`config.mk`:
```
export PLATFORM = sky130hd
export DESIGN_NAME = hazard_sequencer
export DESIGN_NICKNAME = d
export VERILOG_FILES = /design/src/rtl/hazard_pkg.sv /design/src/rtl/hazard_sequencer_forwarding_unit.sv /design/src/rtl/hazard_sequencer.sv
export SDC_FILE = /design/constraint.sdc
export NUM_CORES = 1
export LEC_CHECK = 0
export BUFFER_PORTS_ARGS = -buffer_cell sky130_fd_sc_hd__buf_2
export CAP_MARGIN = 10
export CORE_UTILIZATION = 49
export CTS_BUF_LIST = sky130_fd_sc_hd__clkbuf_2
export CTS_CLUSTER_DIAMETER = 200
export DETAILED_ROUTE_END_ITERATION = 6
export PLACE_DENSITY = 0.84
export SETUP_SLACK_MARGIN = 0.1
export SYNTH_ARGS = -nofsm -noshare
export SYNTH_HDL_FRONTEND = slang
export SYNTH_SLANG_ARGS = --single-unit
```
`constraint.sdc`:
```
create_clock -name clk -period 2.09 [get_ports clk]
set_input_delay 0 -clock clk [delete_from_list [all_inputs] [get_ports clk]]
set_output_delay 0 -clock clk [all_outputs]
set_load 0.02 [all_outputs]
```
`src/rtl/hazard_pkg.sv`:
```
// Shared types and helpers for the RV32I hazard sequencer: forwarding selects,
// sequencer states and the ResultSrc encoding that marks a load.
package hazard_pkg;

   typedef enum logic [1:0] {
      FWD_REG = 2'b00,
      FWD_W   = 2'b01,
      FWD_M   = 2'b10
   } fwd_sel_e;

   typedef enum logic [1:0] {
      RUN      = 2'b00,
      MEM_WAIT = 2'b01,
      FAULT    = 2'b10
   } seq_state_e;

   localparam logic [1:0] RESULT_SRC_LOAD = 2'b01;

   // x0 is hardwired to zero, so a write to it never produces a forwardable value.
   function automatic logic reg_match(input logic [4:0] rd, input logic wr, input logic [4:0] rs);
      return wr && (rd != 5'd0) && (rd == rs);
   endfunction

endpackage

```
`src/rtl/hazard_sequencer_forwarding_unit.sv`:
```
// Combinational operand-forwarding select for one ALU source in E.
// The M stage holds the younger result, so it wins over W.
module forwarding_unit
   import hazard_pkg::*;
(
   input  logic [4:0] rs_e,
   input  logic [4:0] rd_m,
   input  logic       reg_write_m,
   input  logic [4:0] rd_w,
   input  logic       reg_write_w,
   output logic [1:0] fwd_sel
);

   always_comb begin
      fwd_sel = FWD_REG;
      if (reg_match(rd_m, reg_write_m, rs_e)) begin
         fwd_sel = FWD_M;
      end else if (reg_match(rd_w, reg_write_w, rs_e)) begin
         fwd_sel = FWD_W;
      end else begin
         fwd_sel = FWD_REG;
      end
   end

endmodule

```
`src/rtl/hazard_sequencer.sv`:
```
// Hazard and stall sequencer: forwarding, load-use and control-flow hazards,
// a data-memory wait FSM with timeout fault, and saturating perf counters.
module hazard_sequencer
   import hazard_pkg::*;
#(
   parameter int TIMEOUT = 16,
   parameter int CNT_W   = 32
)(
   input  logic             clk,
   input  logic             rst,
   input  logic [4:0]       rs1_d,
   input  logic [4:0]       rs2_d,
   input  logic [4:0]       rs1_e,
   input  logic [4:0]       rs2_e,
   input  logic [4:0]       rd_e,
   input  logic [1:0]       result_src_e,
   input  logic [4:0]       rd_m,
   input  logic             reg_write_m,
   input  logic [4:0]       rd_w,
   input  logic             reg_write_w,
   input  logic             pc_src_e,
   input  logic             mem_access_m,
   input  logic             dmem_ready,
   output logic [1:0]       forward_a_e,
   output logic [1:0]       forward_b_e,
   output logic             stall_f,
   output logic             stall_d,
   output logic             stall_e,
   output logic             stall_m,
   output logic             flush_d,
   output logic             flush_e,
   output logic             bubble_w,
   output logic             mem_fault,
   output logic [CNT_W-1:0] stall_cycles,
   output logic [CNT_W-1:0] flush_count
);

   localparam int               WCW       = $clog2(TIMEOUT + 1);
   localparam logic [WCW-1:0]   WAIT_ONE  = WCW'(1);
   localparam logic [WCW-1:0]   WAIT_LAST = WCW'(TIMEOUT - 1);
   localparam logic [CNT_W-1:0] CNT_ONE   = CNT_W'(1);
   localparam logic [CNT_W-1:0] CNT_MAX   = {CNT_W{1'b1}};

   seq_state_e     state_q, state_d;
   logic [WCW-1:0] wait_cnt_q, wait_cnt_d;
   logic           fault_q, fault_d;
   logic [CNT_W-1:0] stall_cnt_q, stall_cnt_d;
   logic [CNT_W-1:0] flush_cnt_q, flush_cnt_d;

   logic [1:0] fwd_a_s, fwd_b_s;
   logic       lu_s, ms_s;

   forwarding_unit u_fwd_a (
      .rs_e        (rs1_e),
      .rd_m        (rd_m),
      .reg_write_m (reg_write_m),
      .rd_w        (rd_w),
      .reg_write_w (reg_write_w),
      .fwd_sel     (fwd_a_s)
   );

   forwarding_unit u_fwd_b (
      .rs_e        (rs2_e),
      .rd_m        (rd_m),
      .reg_write_m (reg_write_m),
      .rd_w        (rd_w),
      .reg_write_w (reg_write_w),
      .fwd_sel     (fwd_b_s)
   );

   assign lu_s = (result_src_e == RESULT_SRC_LOAD) && (rd_e != 5'd0) &&
                 ((rd_e == rs1_d) || (rd_e == rs2_d));

   // Memory-stall condition; an undefined state encoding freezes the pipe like FAULT.
   always_comb begin
      ms_s = 1'b0;
      case (state_q)
         RUN:      ms_s = mem_access_m && !dmem_ready;
         MEM_WAIT: ms_s = !dmem_ready;
         FAULT:    ms_s = 1'b1;
         default:  ms_s = 1'b1;
      endcase
   end

   // State, wait counter and sticky fault register.
   always_ff @(posedge clk) begin
      if (rst) begin
         state_q    <= RUN;
         wait_cnt_q <= '0;
         fault_q    <= 1'b0;
      end else begin
         state_q    <= state_d;
         wait_cnt_q <= wait_cnt_d;
         fault_q    <= fault_d;
      end
   end

   // Wait FSM next state: FAULT is absorbing until reset.
   always_comb begin
      state_d    = state_q;
      wait_cnt_d = wait_cnt_q;
      fault_d    = fault_q;
      case (state_q)
         RUN: begin
            if (mem_access_m && !dmem_ready) begin
               state_d    = MEM_WAIT;
               wait_cnt_d = WAIT_ONE;
            end else begin
               state_d    = RUN;
            end
         end
         MEM_WAIT: begin
            if (dmem_ready) begin
               state_d    = RUN;
               wait_cnt_d = '0;
            end else if (wait_cnt_q < WAIT_LAST) begin
               wait_cnt_d = wait_cnt_q + WAIT_ONE;
            end else begin
               state_d    = FAULT;
               fault_d    = 1'b1;
            end
         end
         FAULT: begin
            state_d = FAULT;
            fault_d = 1'b1;
         end
         default: begin
            state_d = FAULT;
            fault_d = 1'b1;
         end
      endcase
   end

   // Pipeline control outputs in priority order; reset forces nops into D and E.
   always_comb begin
      stall_f  = 1'b0;
      stall_d  = 1'b0;
      stall_e  = 1'b0;
      stall_m  = 1'b0;
      flush_d  = 1'b0;
      flush_e  = 1'b0;
      bubble_w = 1'b0;
      if (rst) begin
         flush_d = 1'b1;
         flush_e = 1'b1;
      end else if (ms_s) begin
         stall_f  = 1'b1;
         stall_d  = 1'b1;
         stall_e  = 1'b1;
         stall_m  = 1'b1;
         bubble_w = 1'b1;
      end else if (pc_src_e) begin
         flush_d = 1'b1;
         flush_e = 1'b1;
      end else if (lu_s) begin
         stall_f = 1'b1;
         stall_d = 1'b1;
         flush_e = 1'b1;
      end else begin
         stall_f = 1'b0;
      end
   end

   // Forward selects are neutral while in reset.
   always_comb begin
      if (rst) begin
         forward_a_e = FWD_REG;
         forward_b_e = FWD_REG;
      end else begin
         forward_a_e = fwd_a_s;
         forward_b_e = fwd_b_s;
      end
   end

   // Saturating counter next values.
   always_comb begin
      stall_cnt_d = stall_cnt_q;
      flush_cnt_d = flush_cnt_q;
      if (stall_f && (stall_cnt_q != CNT_MAX)) begin
         stall_cnt_d = stall_cnt_q + CNT_ONE;
      end else begin
         stall_cnt_d = stall_cnt_q;
      end
      if (pc_src_e && !ms_s && (flush_cnt_q != CNT_MAX)) begin
         flush_cnt_d = flush_cnt_q + CNT_ONE;
      end else begin
         flush_cnt_d = flush_cnt_q;
      end
   end

   // Performance counter registers.
   always_ff @(posedge clk) begin
      if (rst) begin
         stall_cnt_q <= '0;
         flush_cnt_q <= '0;
      end else begin
         stall_cnt_q <= stall_cnt_d;
         flush_cnt_q <= flush_cnt_d;
      end
   end

   assign mem_fault    = fault_q;
   assign stall_cycles = stall_cnt_q;
   assign flush_count  = flush_cnt_q;

endmodule

```
==> results.sh, run 1 <==
export IMPL_drt_first_iter_violations=279
export IMPL_synth_main_ff_cell="dfxtp_1"
export IMPL_ios=120
export IMPL_syn_area_per_cell_um2=8.26
export IMPL_grt_max_degree=71
export IMPL_cts_tree="built"
export IMPL_outcome="complete, no violations"
export IMPL_syn_to_final_growth_pct=30.7
export IMPL_syn_area_um2=4170
export IMPL_fin_crit_sh_pct=93.0
export IMPL_synth_cells=505
export IMPL_cts_root_buf="clkbuf_2"
export IMPL_setup_viol=0
export IMPL_skew_ns=0.0272
export IMPL_place_congestion=0.904
export IMPL_yosysTopAreaCell="dfxtp_1"
export IMPL_first_global_vias=4098
export IMPL_layout_drive_gt1_share_pct=35.7
export IMPL_async_flop_share_pct=0
export IMPL_synth_area_top_cells="dfxtp_1 (35%), xnor2_1 (6.1%), a21oi_1 (4.9%), xor2_1 (4.0%), or3_1 (3.6%)"
export IMPL_drv_cap=0
export IMPL_coreArea_um2=8220
export IMPL_post_route_util_pct=66.3
export IMPL_ys_seq_area_share_pct=34.6
export IMPL_wire_per_inst_um=15.5
export IMPL_start_util_pct=50.8
export IMPL_worstPathArrival_ns=2.37
export IMPL_slew_headroom_pct=50.9
export IMPL_die_h_um=94.3
export IMPL_hold_viol=0
export IMPL_synth_edf_count=0
export IMPL_drc=0
export IMPL_timing_fmax_mhz=515
export IMPL_cp_end_kind="register"
export IMPL_antenna_found_initial=0
export IMPL_synth_top_cell_area_share_pct=34.6
export IMPL_power_density_nw_per_um2=423
export IMPL_grt_ovfl_total=0
export IMPL_tightestPinTransition_ns=0.737
export IMPL_viasPerCell=5.99
export IMPL_ys_ff_latch=72
export IMPL_dpl_hpwl_um=8320
export IMPL_synth_cell_types=53
export IMPL_grt_pass1_wl_um=18300
export IMPL_numCtsBuffers=9
export IMPL_fin_area_um2=5450
export IMPL_final_antenna_net_count=0
export IMPL_ys_warn_count=0
export IMPL_slew_viol_final=0
export IMPL_cp_start_kind="register"
export IMPL_die_area_um2=8890
export IMPL_first_pass_iters=5
export IMPL_cp_required_ns=2.52
export IMPL_path_class="register to register"
export IMPL_path_clk_slew_ns=0.20
export IMPL_syn_num_nets=552
export IMPL_ir_drop_uv=195
export IMPL_diodes=0
export IMPL_via_count=4634
export IMPL_grt_use_total_pct=26.0
export IMPL_leakagePower_uw=0.00221
export IMPL_portBuffers=119
export IMPL_htree_num_levels=3
export IMPL_hold_path_class="input port to register"
export IMPL_path_max_fanout=4
export IMPL_final_nets=712
export IMPL_clock_latency_ns=0.51
export IMPL_post_route_min_period_ns=1.94
export IMPL_clock_sinks=72
export IMPL_rsz0062_at_grt="yes"
export IMPL_drt_total_wl_um=12000
export IMPL_rows=33
export IMPL_ctsLongestPathBuffers=2
export IMPL_placed_area_um2=5030
export IMPL_die_w_um=94.3
## power by group
| group | switching (µW) | total (µW) | internal [µW] |
|---|---|---|---|
| clock | 484 | 627 | 143 |
| combinational | 172 | 294 | 122 |
| sequential | 7.75 | 1380 | 1380 |
## per-stage QoR
stage               worst slack (ns)  hold slack (ns)  TNS [ns]  std cells  total power (µW)
floorplan                      0.121            0.199         0        505              1580
global placement              0.0745            0.267         0        739              1680
detailed placement           -0.0195            0.269   -0.0469        739              1690
CTS                           0.0886           0.0202         0        763              2320
global route                  0.0626            0.194         0        774              2390
finish                         0.147            0.123         0        774              2300
## cells by family (layout without fill, tap and decap cells)
| logic type | Yosys count | after routing | synth area share (%) |
|---|---|---|---|
| AOI/OAI and AO/OA | 107 | 108 | 16.3 |
| adders and majority gates | 3 | 3 | 0.900 |
| buffers and inverters | 36 | 199 | 4.59 |
| and+or+nand+nor | 234 | 234 | 32.2 |
| muxes | 5 | 5 | 1.29 |
| DFF | 72 | 72 | 34.6 |
| xor gates and xnor gates | 48 | 48 | 10.1 |
## repair_timing
item / CTS / global route
resized for setup: 10 / 49
buffers inserted: 3 / 10
cloned: 1 / 0
hold buffers: 5 / 1
pin swaps: 5 / 10
hold endpoints to repair: 8 / 1
setup endpoints to repair: 33 / 51
## cells in the mapped netlist (2+ instances only)
cell      number
nand2_1       36
o31ai_1       13
or3_1         24
or4_1         19
nor2b_1        5
buf_2          6
nand3_1       22
and3_1        15
mux2_2         2
nand4_1       22
inv_1         11
a21o_1         2
nor4_1         6
o41ai_1        4
and4_1        10
nor2_1        37
xnor2_1       29
nand3_2        2
mux2i_1        2
clkbuf_1       8
nor3b_1        4
nor3_1        17
a41oi_1        3
o211ai_1       5
buf_6          3
o21ai_0       26
dfxtp_1       72
a21oi_1       41
buf_4          7
o311ai_0       4
and2_1         5
nor4_2         2
xor2_1        19
ha_1           3
## critical path, stage by stage, from the launching register on
cell and delay [ns]:
dfxtp_4 0.41, nand4_4 0.15, nor4_4 0.44, and2_4 0.22, nand3_1 0.09, or4_1 0.40
a21oi_1 0.14
## final timing paths
kind,start,to,slack [ns],depth (start not counted)
max,stall_cycles[17],stall_cycles[30],0.15,6
min,result_src_e[1],stall_cycles[28],0.12,7
max reg2reg,stall_cycles[17],stall_cycles[30],0.15,6
min reg2reg,mem_fault,mem_fault,0.48,2
## routing by layer
metal / vias up / wire (µm) / track usage, % / part of all wire [%]
li1: 2212 / - / - / -
met1: 2177 / 4960 / 31.4 / 41
met2: 207 / 5940 / 44.9 / 50
met3: 38 / 702 / 3.48 / 5.9
met4: 0 / 389 / 12.8 / 3.2
met5: - / 0 / 0 / 0
## cells in the final DEF, fill, tap and decap left out, drive strengths merged, types with 23 or more instances in the layout
master / instances
nand3: 24
nand2: 36
a21oi: 41
or3: 24
nand4: 23
nor2: 38
buf: 167
xnor2: 29
o21ai: 27
dfxtp: 72
## sequential cells by signal, indices dropped and copies added (netlist names)
signal        cells
state_q           2
wait_cnt_q        5
flush_count      32
stall_cycles     32
mem_fault         1
## layout make-up
cell class | count | area [µm²]
inverters | 11 | 41.3
well taps | 105 | 131
clock buffers | 10 | 50.0
multi-input cells | 398 | 2690
fillers | 670 | 2770
clock inverters | 5 | 25.0
flip-flops and latches | 72 | 1490
repair buffers | 173 | 1030
Note: power is estimated with default switching activity, not from simulation.
==> run 2: changes to the inputs <==
==> constraint.sdc (replaced) <==
create_clock -name clk -period 2.09 [get_ports clk]
set_input_delay 0 -clock clk [delete_from_list [all_inputs] [get_ports clk]]
set_output_delay 0 -clock clk [all_outputs]
set_load 0.005 [all_outputs]
==> results.sh, run 2 (same netlist as run 1, synthesis figures left out) <==
export IMPL_die_w_um=94.3
export IMPL_numCtsBuffers=9
export IMPL_cts_tree="built"
export IMPL_swShare_pct=28.2
export IMPL_cp_required_ns=2.51
export IMPL_wl_met3_um=720
export IMPL_clock_sinks=72
export IMPL_ios=120
export IMPL_htree_num_levels=3
export IMPL_via_count=4514
export IMPL_grt_max_degree=58
export IMPL_timing_fmax_mhz=499
export IMPL_final_common_cell="buf_2"
export IMPL_rows=33
export IMPL_final_nets=711
export IMPL_setup_viol=0
export IMPL_first_pass_iters=6
export IMPL_r2r_slack_ns=0.09
export IMPL_power_frac_comb_pct=12.5
export IMPL_place_congestion=0.967
export IMPL_fin_cells=774
export IMPL_clock_latency_ns=0.48
export IMPL_drc=0
export IMPL_slew_viol_final=0
export IMPL_rsz0062_at_grt="yes"
export IMPL_path_clk_slew_ns=0.20
export IMPL_internal_power_uw=1640
export IMPL_preCtsSetupSlack_ns=-0.0344
export IMPL_cp_start_kind="register"
export IMPL_skew_ns=0.0208
export IMPL_layout_drive_gt1_share_pct=35.3
export IMPL_dp_cells=741
export IMPL_hold_path_class="input port to register"
export IMPL_grt_use_total_pct=25.5
export IMPL_die_h_um=94.3
export IMPL_drt_total_wl_um=11800
export IMPL_start_util_pct=50.8
export IMPL_syn_to_final_growth_pct=29.7
export IMPL_coreArea_um2=8220
export IMPL_outcome="complete, no violations"
export IMPL_fin_ws_ns=0.0860
export IMPL_cp_end_kind="register"
export IMPL_worstPathArrival_ns=2.42
export IMPL_ctsLongestPathBuffers=2
export IMPL_dpl_hpwl_um=8180
export IMPL_grt_ovfl_total=0
export IMPL_met2_wirelength_um=6030
export IMPL_ir_drop_uv=207
export IMPL_path_class="register to register"
export IMPL_wire_per_inst_um=15.2
export IMPL_leakagePower_uw=0.00220
export IMPL_final_antenna_net_count=0
export IMPL_hold_viol=0
export IMPL_power_density_nw_per_um2=421
export IMPL_drv_cap=0
export IMPL_die_area_um2=8890
export IMPL_fin_crit_sh_pct=95.9
export IMPL_grt_pass1_wl_um=18100
export IMPL_whs_ns=0.140
export IMPL_tightestPinTransition_ns=0.717
export IMPL_diodes=0
export IMPL_clkPwrFrac_pct=26.8
export IMPL_portBuffers=119
export IMPL_viasPerCell=5.83
export IMPL_seq_power_share_pct=60.7
export IMPL_wl_met1_um=4830
export IMPL_path_max_fanout=6
export IMPL_first_global_vias=4109
export IMPL_highest_layer="met4"
export IMPL_cts_root_buf="clkbuf_2"
export IMPL_antenna_found_initial=0
export IMPL_slew_headroom_pct=52.2
export IMPL_drt_first_iter_violations=322
export IMPL_p_total_uw=2280
export IMPL_mostFrequentLayoutCells="buf_2 (119), dfxtp_1 (49), buf_4 (45)"
export IMPL_post_route_min_period_ns=2.00
export IMPL_p_sw_uw=644
[run 2: power groups by stage]
stage          sequential, µW  combinational [µW]  clock (µW)
2_1_floorplan            1420                 148           0
6_report                 1380                 285         611
5_1_grt                  1390                 310         690
3_3_place_gp             1420                 243           0
4_1_cts                  1390                 269         632
3_5_place_dp             1420                 253           0
[run 2: final cells by class]
type / count / area (µm²)
fillers: 689 / 2810
multi-input cells: 399 / 2670
flip-flops and latches: 72 / 1490
repair buffers: 171 / 1010
well taps: 105 / 131
clock buffers: 9 / 45.0
inverters: 11 / 41.3
clock inverters: 7 / 28.8
[run 2: final timing paths]
path                                         end  cells past startpoint        startpoint
worst min-delay path            stall_cycles[28]                      6   result_src_e[0]
worst max register to register  stall_cycles[30]                      6  stall_cycles[26]
worst min register to register         mem_fault                      2         mem_fault
worst max-delay path            stall_cycles[30]                      6  stall_cycles[26]
[run 2: what timing repair did]
item / in CTS / in global routing
hold buffers: 6 / 0
resized for setup: 6 / 49
pin swaps: 2 / 7
hold endpoints to repair: 19 / 0
setup buffers: 3 / 6
endpoints found under the setup margin: 24 / 51
cloned: 1 / 1
[run 2: worst max-delay path, cell delays in order (launching register included)]
cell and delay, ns:
dfxtp_4 0.41, nand3_1 0.14, nor4_4 0.47, and2_4 0.23, nand3_1 0.11, or4_4 0.44, a21oi_2 0.13
[run 2: metrics by stage]
step                 TNS, ns  area (µm²)  util, %
global route        -0.00251        5410     65.9
CTS                        0        5220     63.6
detailed placement   -0.0451        5040     61.3
floorplan                  0        4170        -
finish                     0        5410     65.9
global placement           0        5040     61.3
[run 2: metal layers]
metal | GRT usage (%) | vias up
met5 | 0 | -
met2 | 44.1 | 182
met4 | 12.4 | 0
met3 | 4.37 | 22
met1 | 30.2 | 2099
li1 | - | 2211
==> run 3: changes to the inputs <==
--- a/config.mk
+++ b/config.mk
@@ -7,12 +7,13 @@
 export LEC_CHECK = 0
 export BUFFER_PORTS_ARGS = -buffer_cell sky130_fd_sc_hd__buf_2
 export CAP_MARGIN = 10
-export CORE_UTILIZATION = 49
+export CORE_UTILIZATION = 48
 export CTS_BUF_LIST = sky130_fd_sc_hd__clkbuf_2
 export CTS_CLUSTER_DIAMETER = 200
 export DETAILED_ROUTE_END_ITERATION = 6
-export PLACE_DENSITY = 0.84
+export PLACE_DENSITY = 0.83
 export SETUP_SLACK_MARGIN = 0.1
 export SYNTH_ARGS = -nofsm -noshare
 export SYNTH_HDL_FRONTEND = slang
+export SYNTH_HIERARCHICAL = 1
 export SYNTH_SLANG_ARGS = --single-unit
==> results.sh, run 3 <==
export IMPL_ys_warn_count=6
export IMPL_post_route_min_period_ns=2.27
export IMPL_rsz0062_at_grt="yes"
export IMPL_ctsLongestPathBuffers=2
export IMPL_path_max_fanout=8
export IMPL_worstPathArrival_ns=2.69
export IMPL_syn_to_final_growth_pct=35.5
export IMPL_ir_drop_uv=332
export IMPL_synth_top_cell_area_share_pct=35.8
export IMPL_path_class="register to register"
export IMPL_syn_area_per_cell_um2=8.19
export IMPL_cts_tree="built"
export IMPL_async_flop_share_pct=0
export IMPL_grt_max_degree=79
export IMPL_htree_num_levels=3
export IMPL_die_h_um=93.6
export IMPL_timing_fmax_mhz=441
export IMPL_p_total_uw=2320
export IMPL_preCtsSetupSlack_ns=-0.181
export IMPL_cp_start_kind="register"
export IMPL_cp_required_ns=2.51
export IMPL_clock_sinks=72
export IMPL_numCtsBuffers=9
export IMPL_synth_area_top_cells="dfxtp_1 (36%), xnor2_1 (7.6%), nor2_1 (4.6%), a21oi_1 (4.2%), nand2_1 (3.6%)"
export IMPL_final_antenna_net_count=0
export IMPL_ys_seq_area_share_pct=35.8
export IMPL_post_route_util_pct=66.8
export IMPL_drv_cap=0
export IMPL_r2r_end="stall_cycles[27]"
export IMPL_rows=33
export IMPL_antenna_found_initial=0
export IMPL_hold_path_class="input port to register"
export IMPL_die_area_um2=8770
export IMPL_cp_end_kind="register"
export IMPL_r2r_slack_ns=-0.18
export IMPL_drt_total_wl_um=11200
export IMPL_mostFrequentLayoutCells="buf_2 (119), buf_4 (64), dfxtp_1 (61)"
export IMPL_fin_crit_sh_pct=108
export IMPL_yosysTopAreaCell="dfxtp_1"
export IMPL_whs_ns=0.130
export IMPL_setup_viol=29
export IMPL_diodes=0
export IMPL_r2r_start="stall_cycles[1]"
export IMPL_drt_first_iter_violations=240
export IMPL_wire_per_inst_um=14.3
export IMPL_final_nets=716
export IMPL_power_density_nw_per_um2=424
export IMPL_r2r_cells=7
export IMPL_coreArea_um2=8180
export IMPL_via_count=4398
export IMPL_fillers=675
export IMPL_ios=120
export IMPL_tightestPinTransition_ns=0.790
export IMPL_viasPerCell=5.65
export IMPL_place_congestion=0.887
export IMPL_synth_common_cells="dfxtp_1 (72), nor2_1 (49), nand2_1 (39), xnor2_1 (35), a21oi_1 (34)"
export IMPL_start_util_pct=49.3
export IMPL_path_clk_slew_ns=0.19
export IMPL_cp_startpoint="stall_cycles[1]"
export IMPL_outcome="finished with violations"
export IMPL_synth_cell_types=54
export IMPL_slew_viol_final=0
export IMPL_synth_main_ff_cell="dfxtp_1"
export IMPL_die_w_um=93.6
export IMPL_syn_area_um2=4030
export IMPL_portBuffers=119
export IMPL_clock_latency_ns=0.50
export IMPL_synth_cells=492
export IMPL_first_global_vias=4081
export IMPL_skew_ns=0.0160
export IMPL_synth_edf_count=0
export IMPL_final_common_cell="buf_2"
export IMPL_syn_num_nets=539
export IMPL_grt_pass1_wl_um=18000
export IMPL_hold_viol=0
export IMPL_fin_ws_ns=-0.175
export IMPL_cts_root_buf="clkbuf_2"
export IMPL_grt_use_total_pct=25.5
export IMPL_endpoint="stall_cycles[27]"
export IMPL_leakagePower_uw=0.00233
export IMPL_grt_ovfl_total=0
export IMPL_drc=0
export IMPL_slew_headroom_pct=47.4
export IMPL_first_pass_iters=4
export IMPL_dpl_hpwl_um=8080
export IMPL_ys_ff_latch=72
export IMPL_yosysMostFrequentCell="dfxtp_1"
export IMPL_violations="setup timing"
export IMPL_layout_drive_gt1_share_pct=37.2
run 3: changes by cell type after synthesis, moves of 6 or more:
cell and delta:
xnor2_1 +6, o21ai_0 -12, and3_1 -7, nor2_1 +12, or3_1 -9, a21oi_1 -7
clkbuf_1 +7, or4_1 -7
run 3: final cells by class:
class / count / area (µm²) / area share [%]
timing repair buffer: 190 / 1160 / 21.3
multi-input combinational: 383 / 2570 / 47.1
inverter: 13 / 48.8 / 0.894
clock inverter: 1 / 3.75 / 0.0687
clock buffer: 15 / 75.1 / 1.37
sequential: 72 / 1470 / 26.8
tap: 105 / 131 / 2.41
run 3: logic make-up (layout without fill, tap and decap cells):
group / after synthesis / count (layout) / synth area share, %
simple gates: 230 / 230 / 30.7
flops: 72 / 72 / 35.8
mux: 12 / 12 / 3.14
compound gates: 89 / 89 / 14.8
fa+ha+maj: 3 / 3 / 0.931
buf+inv: 37 / 219 / 4.00
xor+xnor: 49 / 49 / 10.6
run 3: metrics by stage:
step                      setup TNS, ns  cell area [µm²]  std cells
after detailed placement          -2.97             5130        751
after floorplan                   -3.36             4090        492
after global routing              -5.63             5460        779
after global placement            -2.06             5130        751
final                             -3.14             5460        779
after CTS                         -3.23             5290        772
run 3: power breakdown:
| part | internal [µW] | switching [µW] | leakage, µW |
|---|---|---|---|
| Sequential | 1380 | 7.12 | 0.000587 |
| Clock | 185 | 465 | 0.0000639 |
| Combinational | 125 | 159 | 0.00168 |
run 3: layer usage:
layer  GRT usage [%]  wire length [µm]  share of wire [%]
met5               0                 0                  0
met4            8.59               235                2.1
met3            6.67               652                5.8
met2            45.5              5730                 51
met1            29.4              4540                 41
run 3: worst min path at each step:
stage / startpoint / to / slack, ns / cells after the start
after global placement: dmem_ready / state_q[0] / 0.27 / 2
after CTS: pc_src_e / stall_cycles[28] / 0.09 / 6
final: pc_src_e / stall_cycles[28] / 0.13 / 6
after global routing: pc_src_e / stall_cycles[28] / 0.14 / 6
after detailed placement: dmem_ready / state_q[0] / 0.28 / 2
after floorplan: pc_src_e / flush_d / 0.17 / 2
run 3: critical path, stage by stage (launching register included):
cell,delay [ns]
dfxtp_4,0.40
ha_4,0.13
nand2_2,0.04
or4_4,0.48
or4_4,0.51
and3_4,0.21
nand4_1,0.13
mux2_4,0.30
run 3: what timing repair did:
action / in CTS / in global routing
hold buffers: 3 / 0
gates resized for setup: 8 / 31
hold endpoints to repair: 8 / 0
gates cloned: 0 / 0
pin swaps: 6 / 17
setup buffers: 2 / 7
endpoints found under the setup margin: 37 / 63
